## src/rtl/johnson_phase_sequencer.sv

```systemverilog
// Johnson-counter phase sequencer: start/stop/pause control, bounded or free-running
// bursts in either direction, phase decode and illegal-code recovery.
module johnson_phase_sequencer #(
    parameter int WIDTH = 4,
    parameter int CNT_W = 8,
    parameter int PH_W  = 3
) (
    input  logic                 clk,
    input  logic                 clear_n,
    input  logic                 start,
    input  logic                 stop,
    input  logic                 pause,
    input  logic                 dir,
    input  logic [CNT_W-1:0]     burst_len,
    output logic [WIDTH-1:0]     q_out,
    output logic [PH_W-1:0]      phase,
    output logic [2*WIDTH-1:0]   phase_oh,
    output logic                 busy,
    output logic                 done,
    output logic                 err
);

    typedef enum logic [1:0] {
        S_IDLE,
        S_RUN,
        S_HOLD
    } state_t;

    state_t             state_q, state_d;
    logic [WIDTH-1:0]   q_q, q_d;
    logic [CNT_W-1:0]   rem_q, rem_d;
    logic               dir_q, dir_d;
    logic               done_q, done_d;
    logic               err_q, err_d;

    logic [WIDTH-1:0]   q_step;
    logic [WIDTH-2:0]   edges;
    logic               legal;
    logic [PH_W-1:0]    pop;

    // Legal Johnson codes have at most one 0/1 boundary between adjacent bits.
    assign edges = q_q[WIDTH-1:1] ^ q_q[WIDTH-2:0];
    assign legal = $onehot0(edges);

    assign q_step = dir_q ? {~q_q[0], q_q[WIDTH-1:1]}
                          : {q_q[WIDTH-2:0], ~q_q[WIDTH-1]};

    always_comb begin
        pop = '0;
        for (int i = 0; i < WIDTH; i++) begin
            pop = pop + PH_W'(q_q[i]);
        end
    end

    always_comb begin
        phase = '0;
        if (q_q[0]) begin
            phase = pop;
        end else if (pop != '0) begin
            phase = PH_W'(2 * WIDTH) - pop;
        end
    end

    assign phase_oh = {{(2*WIDTH-1){1'b0}}, 1'b1} << phase;
    assign q_out    = q_q;
    assign busy     = (state_q == S_RUN) || (state_q == S_HOLD);
    assign done     = done_q;
    assign err      = err_q;

    always_comb begin
        state_d = state_q;
        q_d     = q_q;
        rem_d   = rem_q;
        dir_d   = dir_q;
        done_d  = 1'b0;
        err_d   = 1'b0;
        if (!legal) begin
            q_d   = '0;
            err_d = 1'b1;
        end else begin
            unique case (state_q)
                S_IDLE: begin
                    if (start && !stop) begin
                        state_d = S_RUN;
                        dir_d   = dir;
                        rem_d   = burst_len;
                    end
                end
                S_RUN: begin
                    if (stop) begin
                        state_d = S_IDLE;
                    end else if (pause) begin
                        state_d = S_HOLD;
                    end else begin
                        q_d = q_step;
                        // rem of zero means free-run: never counts down
                        if (rem_q != '0) begin
                            rem_d = rem_q - 1'b1;
                            if (rem_q == CNT_W'(1)) begin
                                state_d = S_IDLE;
                                done_d  = 1'b1;
                            end
                        end
                    end
                end
                S_HOLD: begin
                    if (stop) begin
                        state_d = S_IDLE;
                    end else if (!pause) begin
                        state_d = S_RUN;
                    end
                end
                default: state_d = S_IDLE;
            endcase
        end
    end

    always_ff @(posedge clk or negedge clear_n) begin
        if (!clear_n) begin
            state_q <= S_IDLE;
            q_q     <= '0;
            rem_q   <= '0;
            dir_q   <= 1'b0;
            done_q  <= 1'b0;
            err_q   <= 1'b0;
        end else begin
            state_q <= state_d;
            q_q     <= q_d;
            rem_q   <= rem_d;
            dir_q   <= dir_d;
            done_q  <= done_d;
            err_q   <= err_d;
        end
    end

endmodule

```

## config.mk

```make
export PLATFORM = sky130hd
export DESIGN_NAME = johnson_phase_sequencer
export DESIGN_NICKNAME = d
export VERILOG_FILES = /design/src/rtl/johnson_phase_sequencer.sv
export SDC_FILE = /design/constraint.sdc
export NUM_CORES = 1
export LEC_CHECK = 0
export ABC_AREA = 1
export CAP_MARGIN = 5
export CORE_ASPECT_RATIO = 2
export CORE_UTILIZATION = 49
export CTS_CLUSTER_SIZE = 14
export DETAILED_ROUTE_END_ITERATION = 12
export PLACE_DENSITY = 0.79
export SYNTH_ARGS = -nofsm -noshare
export SYNTH_HDL_FRONTEND = slang
export SYNTH_SLANG_ARGS = --single-unit
```

## constraint.sdc

```tcl
create_clock -name clk -period 3.55 [get_ports clk]
set_input_delay 0.71 -clock clk [delete_from_list [all_inputs] [get_ports clk]]
set_output_delay 0.71 -clock clk [all_outputs]
set_load 0.01 [all_outputs]
```

* Yosys cells after proc, flatten, opt, wreduce, memory -nomap -nowiden
Index checks and enable logic that the tools add are counted.
** Storage, ports and cells
- Flip-flop bits (word level) :: 17
** Cells by class
- Mux-type cells :: 27
- Add/subtract/negate cells :: 7
- Bitwise logic cells :: 3
- Shift operators :: 1
- Reductions and logical operators :: 11
- Magnitude comparators :: 1
- Equality and inequality tests :: 13
** Operator list (number)
- $mux W8 :: 4
- $mux W4 :: 5
- $pmux W8 S2 :: 1
- $mux W2 :: 7
- $ne A2 B2 Y1 const B :: 5
- $eq A8 B1 Y1 const B :: 1
- $ne A4 B3 Y1 const B :: 2
- $reduce_bool A8 Y1 :: 1
- $shl A1 B3 Y8 const A :: 1
- $sub A8 B1 Y8 const B :: 1
- $mux W1 :: 7
- $mux W3 :: 2
- $pmux W2 S3 :: 1
- $reduce_and A3 Y1 :: 2
- $reduce_and A6 Y1 :: 1
- $reduce_and A5 Y1 :: 1
- $add A1 B1 Y2 :: 2
- $ne A2 B1 Y1 const B :: 2
- $add A2 B1 Y3 :: 1
- $add A3 B1 Y3 :: 1
- $ne A3 B3 Y1 const B :: 1
- $reduce_bool A3 Y1 :: 1
- $sub A1 B3 Y3 const A :: 1
- $xor A3 B3 Y3 :: 1
- 10 further kinds :: 11

* Depth between registers and ports, before layout
- Depth in word-level cells :: 7
- Gate-level depth with buffers :: 11
- Gate-level depth less buffers :: 11

* Worst setup path before layout
No wires, ideal clock.
- Kind :: register to output
- Start :: register q_q[0] (netlist: q_out[0])
- End :: output phase_oh[0]
- Data required time :: 2.840 ns
- Path buffers :: 0
- Stages on the path, launching flop included :: 11
- Arrival :: 2.424 ns
- Slack :: 0.416 ns
- Cell sequence :: dfrtp_1 fa_1 ha_1 or2_1 and2_1 inv_1 ha_1 nor2_1 xor2_1 inv_1 nor2_1
** Between the ends
- Word-level cells in the longest chain between the ends :: 7
- Elaborated cells between the ends (all ways) :: 8
- Classes of those cells :: add/sub (4); shift (1); mux (2); reduce/logical (1)
** Ends and longest elaborated chain
- from (decl) :: line 30 : logic [WIDTH-1:0] q_q, q_d;
- from (signal assigned) :: line 128 : q_q <= q_d;
- $add A1 B1 Y2 :: line 51 : pop = pop + PH_W'(q_q[i]);
- $add A2 B1 Y3 :: line 51
- $add A3 B1 Y3 :: line 51
- $sub A1 B3 Y3 or $reduce_bool A3 Y1 (tied branches) :: line 60, 59
- $mux W3 :: line 59 : end else if (pop != '0) begin
- $mux W3 * :: line 57 : if (q_q[0]) begin
- net phase[2] :: line 16 : output logic [PH_W-1:0] phase,
- $shl A1 B3 Y8 * :: line 64 : assign phase_oh = {{(2*WIDTH-1){1'b0}}, 1'b1} << phase;
- to (decl) :: line 17 : output logic [2*WIDTH-1:0] phase_oh,
The timed path passes the listed nets; every way through them passes the cells marked *.

* Final worst setup path
- Start :: register q_q[3] (netlist: q_out[3])
- End :: output phase_oh[3]
** Between the ends
- Word-level cells in the longest chain between the ends :: 5
- Elaborated cells between the ends (all ways) :: 6
- Classes of those cells :: add/sub (2); shift (1); mux (2); reduce/logical (1)
** Ends and longest elaborated chain (line)
- $add A3 B1 Y3 * :: 51
- $sub A1 B3 Y3 or $reduce_bool A3 Y1 (tied branches) :: 60, 59
- $mux W3 :: 59
- $mux W3 * :: 57
- $shl A1 B3 Y8 * :: 64
Every way passes the cells marked *; elsewhere a longest branch is shown, timed or not.

==> run summary <==
## Status
- complete, no violations — status

## Synth
- 0.318 — area share of the largest cell type after synthesis
- 0.318 — proportion of synthesized chip area in sequential cells
- sky130_fd_sc_hd__dfrtp_1 — post-synthesis cell type with the largest combined area
- 0.0131 — post-synthesis share of cell area spent on xor and xnor gates
- 6.78 sq um — mean area per synthesized cell
- 197 — cells after synthesis
- 224 — net count of the mapped netlist
- 0.00134 sq mm — area of the mapped netlist
- 0.106 — compound-cell area share of the yosys netlist
- simple AND/OR/NAND/NOR gates — dominant combinational cell family by area after synthesis
- 0 — yosys warns
- 0 — share of cell area taken by muxes after synthesis
- sky130_fd_sc_hd__dfrtp_1 32%, sky130_fd_sc_hd__nand2_1 21%, sky130_fd_sc_hd__ha_1 11%, sky130_fd_sc_hd__inv_1 7.6%, sky130_fd_sc_hd__nor2_1 6.2% — biggest area contributors in the synthesized netlist
- 17 — flip-flop and latch count after synthesis
- 0.353 — area fraction in and, or, nand and nor cells after synthesis
- 23 — Unique masters post-synth
- 0.127 — synthesized-area fraction occupied by adder cells

## Global routing
- 18 — maximum number of pins on one net before global-route repair
- 0 — grt ovf
- 0.249 — GRT Resource Usage Total
- 0 — antenna violations before repair
- 1336 — vias in the first global route
- 5170 microns — first-pass GRT wire length

## Setup path
- adder cells — category of cells accounting for the largest share of critical-path delay
- reg -> out — Setup Crit Path Kind
- state_q[1] — Worst R2R End
- 4 — biggest fanout along the worst timing path
- fa_1 -> ha_2 -> or2_1 -> and2_4 -> inv_1 -> ha_1 -> nor2_1 -> xor2_1 -> inv_1 -> buf_4 -> buf_4 -> nor2_2 -> buf_2 — ordered cell list for the critical path
- 2.82 ns — Worst EP arrival
- 13 — WP depth
- 0.58 ns — worst stage delay on the critical path
- 5 — number of buffer and inverter instances along the worst setup path
- flop — CP startpoint kind
- sky130_fd_sc_hd__fa_1 — Crit-path slowest cell
- 9 — Worst Reg2Reg Path Length in Cells
- q_out[1] — worst flop-to-flop path startpoint
- 2.84 ns — WP data required
- primary output — Critical Path End Type
- 1.62 ns — register-to-register path setup slack

## Route
- 12.4 microns — average wire per standard cell
- 3320 microns — Total Wirelength
- 60 microns — DR WL met3
- 2080 microns — Met2 Wirelength
- 0 — antenna-violating nets left
- 1100 microns — total routed wire length on the met1 layer
- met4 — top sig layer
- 4 — first-pass iteration count of the detailed router
- 1372 — Via Count
- 0 — number of DRC violations after detailed routing
- 31 — detailed router's first-iteration violation count
- 5.14 — Via-to-Cell Ratio

## Pwr
- 965 mW/mm^2 — power per cell area
- 1.70 mW — final total power
- 0.520 mV — Worst VDD drop
- 0.963 nW — leakage power total

## STA
- 0 — Slew Limit Fails
- 0 ns — final-layout setup total negative slack
- true — RSZ-0062 raised after global routing
- 0.0203 ns — Final WS setup
- 0.524 ns — worst hold slack
- 0 — Hold Vio Cnt, Final
- 0.994 — final worst-path cycle share
- 0.792 ns — worst-margin pin slew
- 3.53 ns — Final min period
- 0.470 — max_slew headroom
- 0.00524 ns — Fin Clk Skew
- 0 — setup violation total in the final timing report
- 283 MHz — maximum achievable frequency

## Clock tree
- sky130_fd_sc_hd__clkbuf_8 — root buffer cell
- 1 — H-Tree Level Count
- 3 — clock buffer count from CTS
- 0 — post-cts hold buffer count
- done — CTS tree
- 0.25 ns — insertion delay to the later sink of the worst-skew pair
- 0.07 ns — Clock transition at path regs
- 17 — clock sink count
- 2 — number of buffers on the longest clock path

## Hold path
- 2 — Worst Hold Depth
- rem_q[1] — startpoint of the lowest-slack hold path
- reg -> reg — class of the tightest hold or removal check
- rem_q[1] — worst-case hold path end point

## Layout
- 267 — layout net count
- 0.117 — fraction of layout instances using a drive strength above 1
- 31.8% — post-synthesis to final-layout area growth
- 0 — number of antenna diodes
- 267 — post-route insts no fill

## Die
- 26 — Site Rows
- 0.00295 sq mm — Total Die Area
- 75.9 microns — vertical die dimension
- 32 — # IOs
- 0.00257 sq mm — core outline area
- 0.520 — starting density of the core
- 38.9 microns — Die Width

## Placed design
- 258 — number of cells in the design after placement
- 31 — count of buffers inserted at the top-level ports
- 2640 microns — detailed placer's ending HPWL
- 0.860 — GP Congestion
- 0.0338 ns — pre-CTS setup slack

## Flow run
- 0 — max-cap viol count

[power breakdown]
group / switching (mW) / internal (mW)
combinational: 0.696 / 0.512
clock: 0.0677 / 0.0779
sequential: 0.0786 / 0.267
[cell type report]
| class | instances | area [sq um] |
|---|---|---|
| Tap cell | 28 | 35.0 |
| Clock inverter | 1 | 5.00 |
| Inverter | 28 | 105 |
| Multi-Input combinational cell | 151 | 808 |
| Sequential cell | 17 | 427 |
| Clock buffer | 3 | 41.3 |
| Timing Repair Buffer | 39 | 340 |
| Fill cell | 223 | 808 |
[cells in the final DEF, fill, tap and decap left out, types with 2 or more instances in the layout]
cell / count
sky130_fd_sc_hd__nand2_1: 73
sky130_fd_sc_hd__inv_1: 27
sky130_fd_sc_hd__clkdlybuf4s50_1: 22
sky130_fd_sc_hd__nor2_1: 21
sky130_fd_sc_hd__dfrtp_1: 16
sky130_fd_sc_hd__o21ai_0: 12
sky130_fd_sc_hd__nand3_1: 11
sky130_fd_sc_hd__ha_1: 11
sky130_fd_sc_hd__buf_4: 8
sky130_fd_sc_hd__clkbuf_2: 5
sky130_fd_sc_hd__o22ai_1: 4
sky130_fd_sc_hd__clkbuf_8: 3
sky130_fd_sc_hd__xor2_1: 2
sky130_fd_sc_hd__nand4_1: 2
sky130_fd_sc_hd__o21ai_2: 2
sky130_fd_sc_hd__a21oi_1: 2
sky130_fd_sc_hd__dlygate4sd2_1: 2
[per-layer routing]
metal | vias to the layer above | track usage
li1 | 699 | -
met1 | 633 | 0.198
met2 | 31 | 0.533
met3 | 9 | 0.00875
met4 | 0 | 0.126
met5 | - | 0
[cells in the mapped netlist, drive strengths merged]
master and instances:
a21o 1, nand2 74, a21oi 3, buf 1, and2 1, dfrtp 17, nand3 11, nor3 1
o21ai 15, xor2 2, nand3b 1, nand4 2, ha 12, fa 1, nor2 22, o22ai 4
inv 28, or2 1
[cells by family after synthesis]
group,Yosys count
AO/OA/AOI/OAI,23
XOR/XNOR,2
adder cells (fa/ha/maj),13
buffers and inverters,29
flip-flops,17
AND/OR/NAND/NOR,113
[sequential cells by signal (all words and copies together) (netlist names)]
signal and count:
dir_q 1, done 1, err 1, q_out 4
rem_q 8, state_q 2
[per-stage QoR]
step	utilization	instance area, sq um
2_1_floorplan	-	1340
3_5_place_dp	0.661	1700
5_1_grt	0.685	1760
6_report	0.685	1760
4_1_cts	0.688	1770
3_3_place_gp	0.661	1700
[worst register-to-register path: cells and delay by family, from the launching register on]
kind	cells	cell delay (ns)
flip-flops	1	0.43
AO/OA/AOI/OAI	1	0.09
adder cells (fa/ha/maj)	2	0.56
buffers and inverters	2	0.26
AND/OR/NAND/NOR	4	0.46
[worst max-delay path by stage]
stage / start / slack (ns) / endpoint
6_report: q_out[3] / 0.02 / phase_oh[3]
5_1_grt: q_out[3] / -0.11 / phase_oh[3]
4_1_cts: q_out[0] / -0.05 / phase_oh[3]
3_5_place_dp: q_out[1] / 0.03 / phase_oh[3]
3_3_place_gp: q_out[1] / 0.12 / phase_oh[3]
2_1_floorplan: q_out[0] / 0.42 / phase_oh[0]
[repair_timing]
action                     in CTS  in global routing
buffers inserted                4                  1
pin swaps                       1                  3
setup endpoints to repair       9                  9
hold endpoints to repair        0                  0
gates resized for setup        11                 15
(Power assumes the default switching activity.)
